--- config.mk ---
export PLATFORM = sky130hd
export DESIGN_NAME = vxe_txnreqd_packer
export DESIGN_NICKNAME = d
export VERILOG_FILES = /design/src/rtl/vxe_txnreqd_packer.sv
export SDC_FILE = /design/constraint.sdc
export NUM_CORES = 1
export LEC_CHECK = 0
export BUFFER_PORTS_ARGS = -buffer_cell sky130_fd_sc_hd__buf_2
export CAP_MARGIN = 15
export CORE_UTILIZATION = 53
export CTS_BUF_LIST = sky130_fd_sc_hd__clkbuf_4 sky130_fd_sc_hd__clkbuf_8
export DETAILED_ROUTE_END_ITERATION = 8
export HOLD_SLACK_MARGIN = 0.02
export PLACE_DENSITY = 0.79
export SKIP_CTS_REPAIR_TIMING = 1
export SLEW_MARGIN = 20
export SYNTH_ARGS = -nofsm -noshare
export SYNTH_HDL_FRONTEND = slang
export SYNTH_SLANG_ARGS = --single-unit
--- constraint.sdc ---
create_clock -name clk -period 2.5 [get_ports clk]
set_input_delay 0.25 -clock clk [delete_from_list [all_inputs] [get_ports clk]]
set_output_delay 0.25 -clock clk [all_outputs]
set_load 0.01 [all_outputs]
--- src/rtl/vxe_txnreqd_packer.sv ---
// vxe_txnreqd_packer: assembles narrow write-data beats (with byte enables)
// lane by lane into full-width request words and hands them to the request
// encoder through a small FIFO with a valid/ready handshake. A last-beat
// marker flushes a partially assembled word with zeroed unwritten lanes.
module vxe_txnreqd_packer #(
    parameter int DATA_W = 64,
    parameter int LANES  = 2,
    parameter int DEPTH  = 2
) (
    input  logic                           clk,
    input  logic                           nrst,
    input  logic                           i_vld,
    output logic                           o_rdy,
    input  logic [DATA_W/LANES-1:0]        i_data,
    input  logic [DATA_W/LANES/8-1:0]      i_ben,
    input  logic                           i_last,
    output logic                           o_vld,
    input  logic                           i_rdy,
    output logic [DATA_W+DATA_W/8-1:0]     o_req_vec_dat,
    output logic                           o_busy
);

    localparam int IW   = DATA_W / LANES;
    localparam int BW   = IW / 8;
    localparam int NB   = DATA_W / 8;
    localparam int OW   = DATA_W + NB;
    localparam int IDXW = (LANES > 1) ? $clog2(LANES) : 1;
    localparam int PW   = $clog2(DEPTH);

    localparam logic [IDXW-1:0] LAST_IDX = IDXW'(LANES - 1);

    // Assembly state
    logic [IDXW-1:0]   idx_q, idx_d;
    logic [DATA_W-1:0] asm_dat_q, asm_dat_d;
    logic [NB-1:0]     asm_ben_q, asm_ben_d;

    // FIFO state
    logic [PW:0]       wr_ptr_q, wr_ptr_d;
    logic [PW:0]       rd_ptr_q, rd_ptr_d;
    logic [OW-1:0]     mem_q [DEPTH];
    logic [OW-1:0]     mem_d [DEPTH];

    // Combinational helpers
    logic [DATA_W-1:0] merged_dat_s;
    logic [NB-1:0]     merged_ben_s;
    logic              full_s;
    logic              empty_s;
    logic              accept_s;
    logic              close_s;
    logic              push_s;
    logic              pop_s;

    // Full when the pointers differ only in the wrap bit; empty when equal.
    assign full_s   = (wr_ptr_q[PW] != rd_ptr_q[PW]) &&
                      (wr_ptr_q[PW-1:0] == rd_ptr_q[PW-1:0]);
    assign empty_s  = (wr_ptr_q == rd_ptr_q);

    // Handshake outputs depend on registered pointers only.
    assign o_rdy    = !full_s;
    assign o_vld    = !empty_s;
    assign o_busy   = (idx_q != {IDXW{1'b0}}) || !empty_s;
    assign o_req_vec_dat = mem_q[rd_ptr_q[PW-1:0]];

    assign accept_s = i_vld && !full_s;
    assign close_s  = (idx_q == LAST_IDX) || i_last;
    assign push_s   = accept_s && close_s;
    assign pop_s    = !empty_s && i_rdy;

    // Overlay the incoming beat onto the lane selected by idx.
    always_comb begin
        merged_dat_s = asm_dat_q;
        merged_ben_s = asm_ben_q;
        for (int k = 0; k < LANES; k++) begin
            merged_dat_s[k*IW +: IW] = (idx_q == IDXW'(k)) ? i_data : asm_dat_q[k*IW +: IW];
            merged_ben_s[k*BW +: BW] = (idx_q == IDXW'(k)) ? i_ben  : asm_ben_q[k*BW +: BW];
        end
    end

    // Assembly next state: advance the lane, or clear after a closing beat.
    always_comb begin
        idx_d     = idx_q;
        asm_dat_d = asm_dat_q;
        asm_ben_d = asm_ben_q;
        if (accept_s) begin
            if (close_s) begin
                idx_d     = {IDXW{1'b0}};
                asm_dat_d = {DATA_W{1'b0}};
                asm_ben_d = {NB{1'b0}};
            end else begin
                idx_d     = idx_q + IDXW'(1);
                asm_dat_d = merged_dat_s;
                asm_ben_d = merged_ben_s;
            end
        end else begin
            idx_d     = idx_q;
            asm_dat_d = asm_dat_q;
            asm_ben_d = asm_ben_q;
        end
    end

    // FIFO next state: push a closed word at the tail, pop the head.
    always_comb begin
        wr_ptr_d = wr_ptr_q;
        rd_ptr_d = rd_ptr_q;
        for (int e = 0; e < DEPTH; e++) begin
            mem_d[e] = mem_q[e];
        end
        if (push_s) begin
            mem_d[wr_ptr_q[PW-1:0]] = {merged_ben_s, merged_dat_s};
            wr_ptr_d                = wr_ptr_q + (PW+1)'(1);
        end else begin
            wr_ptr_d = wr_ptr_q;
        end
        if (pop_s) begin
            rd_ptr_d = rd_ptr_q + (PW+1)'(1);
        end else begin
            rd_ptr_d = rd_ptr_q;
        end
    end

    // State registers; reset discards the partial word and all queued words.
    always_ff @(posedge clk or negedge nrst) begin
        if (!nrst) begin
            idx_q     <= {IDXW{1'b0}};
            asm_dat_q <= {DATA_W{1'b0}};
            asm_ben_q <= {NB{1'b0}};
            wr_ptr_q  <= {(PW+1){1'b0}};
            rd_ptr_q  <= {(PW+1){1'b0}};
            for (int e = 0; e < DEPTH; e++) begin
                mem_q[e] <= {OW{1'b0}};
            end
        end else begin
            idx_q     <= idx_d;
            asm_dat_q <= asm_dat_d;
            asm_ben_q <= asm_ben_d;
            wr_ptr_q  <= wr_ptr_d;
            rd_ptr_q  <= rd_ptr_d;
            for (int e = 0; e < DEPTH; e++) begin
                mem_q[e] <= mem_d[e];
            end
        end
    end

endmodule

Word-level counts from Yosys, hierarchy flattened --
Index checks and enable logic that the tools add are counted.
Word-level totals: bits in registers 221, bits of input ports 41, output and inout bits 75, word-level logic and storage cells 40
Operators by class: add/sub/neg operators 3, $lt $le $gt $ge 3, equal/unequal tests 3, multiplexer cells 13, bitwise logic cells 2, reductions and logical operators 9
Operators with widths (count):
- two-way mux 72 bit | 4
- bitwise mux 144 bit | 1
- demux 72 bit (select 1 bit) | 1
- two-way mux 32 bit | 2
- two-way mux 64 bit | 1
- two-way mux 4 bit | 2
- two-way mux 8 bit | 1
- logical AND 1 bit | 5
- adder 2 x 1 -> 2 bit (second input constant) | 2
- >= comparator 2 bit (second input constant) | 2
- inverter 1 -> 2 bit | 2
- equality test 2 bit | 1
- zero test 1 bit | 2
- logical OR 1 bit | 2
- < comparator 2 x 1 -> 1 bit (second input constant) | 1
- adder 1 bit (second input constant) | 1
- equality test 1 bit | 1
- two-way mux 1 bit | 1
- inequality test 1 bit | 1

Logic depth before layout (Yosys ltp) --
depth in word-level cells 6, depth in mapped cells 5, mapped depth without buffers 3

Worst setup path after synthesis --
OpenSTA, ideal clock, no wires.
path kind register to register, from register rd_ptr_q[1], to register mem_q[10] (netlist name), arrival time 1937 ps, path slack 438 ps, cell stages (with the launch flop) 5, path buffers 1, path through dfrtp_1 -> xor2_2 -> a2111oi_4 -> buf_6 -> mux2_4
Between the ends: cells in the longest elaborated chain, start to end 5
RTL lines:
- start, declared | line 39 | logic [PW:0] rd_ptr_q, rd_ptr_d;
- start signal, assigned | line 128 | rd_ptr_q <= {(PW+1){1'b0}};
- start signal, assigned | line 137 | rd_ptr_q <= rd_ptr_d;
- inequality test 1 bit | line 54 | assign full_s = (wr_ptr_q[PW] != rd_ptr_q[PW]) &&
- logical AND 1 bit | line 54
- zero test 1 bit | line 64 | assign accept_s = i_vld && !full_s;
- logical AND 1 bit | line 64
- logical AND 1 bit | line 66 | assign push_s = accept_s && close_s;
- end signal, assigned by index | line 130 | mem_q[e] <= {OW{1'b0}};
- end signal, assigned by index | line 139 | mem_q[e] <= mem_d[e];
- end, declared | line 40 | logic [OW-1:0] mem_q [DEPTH];
Every way passes these cells. A chain may end at the register's enable or synchronous reset.

Final worst setup path --
from register rd_ptr_q[0], to output port o_busy
Between the ends: cells in the longest elaborated chain, start to end 3
RTL lines:
- equality test 2 bit | line 56 | assign empty_s = (wr_ptr_q == rd_ptr_q);
- zero test 1 bit | line 61 | assign o_busy = (idx_q != {IDXW{1'b0}}) || !empty_s;
- logical OR 1 bit | line 61
- end, declared | line 20 | output logic o_busy
Every way passes these cells.

==> summary.md <==
| Metric | Value |
|---|---|
| Status | complete, no violations |
| Most common cell after layout, fill and taps aside | sky130_fd_sc_hd__mux2_2 |
| Worst endpoint data arrival time | approximately 2100 ps |
| Total of warnings raised by yosys | 0 |
| Final wirelength | roughly 21000 um |
| Count of flip-flops with a built-in enable after synthesis | 0 |
| Worst Hold Depth | 3 |
| Clock root buffer | sky130_fd_sc_hd__clkbuf_8 |
| Most frequent cells in the layout | sky130_fd_sc_hd__mux2_2 (264), sky130_fd_sc_hd__dfrtp_1 (219), sky130_fd_sc_hd__buf_2 (114) |
| Tot GR Track Use | 23.0% |
| Worst setup path class | flip-flop to output port |
| Leftover overflow at the end of global routing | 0 |
| Maximum operating frequency | 430 MHz |
| CP max FO | 57 |
| Reg-to-reg startpoint | rd_ptr_q[0] |
| Crit path from | rd_ptr_q[0] |
| Post-detailed-route via-to-cell ratio | roughly 5.4 |
| IO Port Bufs | roughly 120 |
| Clock tree sinks | about 220 |
| Mean Syn Cell Area | 15.1 um^2 |
| Area grow syn2layout | 16.3% |
| FP Rows | 50 |
| Number of antenna diodes | 0 |
| Area fraction of the dominant cell type after synthesis | a little over half |
| Average wire per cell in the routed design | around 20 um |
| Die Width | ~140 um |
| Worst Slack Setup Final | 177 ps |
| Final hold violation count | 0 |
| Post-Route Hold Slack | 73.1 ps |
| Post-Syn Nets | between 700 and 800 |
| Via count | 5873 |
| Category of the worst setup path launch point | flip-flop |
| Placed Area | around 0.011 mm^2 |
| Total of flip-flops plus latches after synthesis | 221 |
| Final setup violation count | 0 |
| Fraction of final layout cells with drive strength greater than 1 | 60.8% |
| Drt initial violations | 228 |
| Number of clock buffers inserted by TritonCTS | 39 |
| Leak | around 5.8 nW |
| Synthesized area | between 0.01 and 0.015 mm^2 |
| Cell with the largest stage delay on the worst path | sky130_fd_sc_hd__dfrtp_4 |
| Actual transition at the worst max-transition pin | 573 ps |
| Maximum resistive drop on vdd | approximately 0.67 mV |
| Number of pins exceeding their max-slew limit in the final report | 0 |
| Last weighted congestion value of the routability-driven placer | approximately 0.77 |
| Reg-to-reg setup timing slack | 360 ps |
| Initial antenna violation count | 0 |
| Total of fill cells in the finished design | about 1400 |
| Ports | ~120 |
| Layout Cell Area excl Fill | about 0.012 mm^2 |
| Wire length of the first global-routing pass | approximately 36000 um |
| Critical path depth in cells | 4 |
| Total of max-cap violations | 0 |
| Largest buffer count on any clock path | 3 |
| Worst-skew pair later-pin latency | roughly 520 ps |
| Number of detailed-routing iterations run before antenna repair | 4 |
| Data required time of the worst path | ~2300 ps |
| DRC viols | 0 |
| Fraction of the core area covered by cells at the end of the flow | ~63% |
| Primary flip-flop cell chosen by synthesis mapping | sky130_fd_sc_hd__dfrtp_1 |
| Core Footprint | between 0.015 and 0.02 mm^2 |
| Number of nets in the finished design | 852 |
| Worst Hold Class | primary input to flip-flop |
| Cell taking the most area after synthesis | sky130_fd_sc_hd__dfrtp_1 |
| Number of buffer and inverter stages on the critical path | 2 |
| Worst R2R End | mem_q[120] |
| Maximum level of the CTS H-tree | 2 |
| Pre-CTS WS | 392 ps |
| Worst slew margin relative to its limit | about 60% |
| Critical Path End Type | output port |
| Number of cells traversed by the worst register-to-register path | 4 |
| Largest stage delay, worst path | roughly 470 ps |
| Critical path capture point | o_busy |
| Number of global-route vias before repair | 6902 |
| Critical Path, Cell by Cell | buf_8, xor2_1, or3_1, buf_2 |
| RSZ-0062 raised after global routing | no |
| TritonCTS clock tree | done |
| Starting density of the core | between 50% and 60% |
| Residual antenna-violating net count after detailed routing | 0 |
| Clock skew | 18.5 ps |
| Fraction of registers with async set or reset after synthesis | 100% |
| Vertical extent of the die | 141 um |
| Maximum number of pins on one net before global-route repair | between 70 and 80 |
| Cell family contributing the most delay on the critical path | buffers and inverters |
| Seq/Total Area, Yosys | between 50% and 60% |
| Clock transition at the registers of the reported paths | 60 ps |
| Top area cells in the synthesized netlist | sky130_fd_sc_hd__dfrtp_1 (54%), sky130_fd_sc_hd__mux2_2 (29%), sky130_fd_sc_hd__mux2_4 (5.7%) |
| Die area | 0.0199 mm^2 |
| Power Density | 1320 mW/mm^2 |
| Count of unique library cells instantiated by Yosys | 24 |
| Final worst path period need | roughly 2300 ps |
| Sum of internal, switching and leakage power | around 16 mW |
| Final period utilization | 92.9% |
| Post-DP HPWL | 13400 um |
| Post-Syn Instances | approximately 680 |
==> how the worst min path moves through the flow <==
stage	from	endpoint	slack [ps]
2_1_floorplan	nrst	asm_ben_q[0]	-50
3_3_place_gp	nrst	mem_q[64]	240
3_5_place_dp	nrst	mem_q[68]	240
4_1_cts	nrst	mem_q[68]	-310
5_1_grt	i_rdy	rd_ptr_q[1]	80
6_report	i_rdy	rd_ptr_q[0]	70
==> report_power, final <==
group	switching, mW	total, mW	internal, mW
Sequential	0.707	5.64	4.93
Combinational	3.09	6.72	3.62
Clock	1.42	3.40	1.99
Total	5.22	15.8	10.5
==> flip-flops by register name, indices dropped and copies added (netlist names) <==
signal	count
asm_dat_q	64
mem_q	144
asm_ben_q	8
wr_ptr_q	2
rd_ptr_q	2
idx_q	1
==> per-layer routing <==
layer	vias up	GRT usage, %	wire length [um]
met5	-	0	0
met4	0	6.58	342
met3	28	5.13	885
met2	123	40.4	10800
met1	3075	28.6	9430
li1	2647	-	-
==> kinds of logic after synthesis <==
| kind of cell | share of synthesized area (%) |
|---|---|
| muxes | 37.1 |
| xor gates and xnor gates | 0.745 |
| AOI/OAI and AO/OA | 0.830 |
| DFF | 53.9 |
| and+or+nand+nor | 4.59 |
| buffers and inverters | 2.77 |
==> per-stage QoR <==
step,setup TNS [ps],instances
global route,0,1095
detailed placement,0,1029
floorplan,0,679
finish,0,1095
global placement,0,1029
CTS,-2290,1094
==> worst min-delay path, cell delays in order <==
cell	delay [ps]
sky130_fd_sc_hd__buf_2	110
sky130_fd_sc_hd__o21ai_0	90
sky130_fd_sc_hd__xnor2_1	90
==> cells in the mapped netlist, drive strengths merged (2+ instances only) <==
| master | count |
|---|---|
| a2111oi | 2 |
| and2 | 72 |
| buf | 24 |
| clkbuf | 18 |
| dfrtp | 221 |
| inv | 2 |
| mux2 | 325 |
| xnor2 | 4 |
| xor2 | 3 |
==> layout make-up <==
type	count	area, um^2	area share (%)
tap	260	325	2.73
timing repair buffer	133	806	6.76
clock inverter	5	52.6	0.441
clock buffer	60	744	6.24
sequential	221	5540	46.4
multi-input combinational	414	4450	37.3
inverter	2	7.51	0.0629
Note: power is estimated with default switching activity, not from simulation.
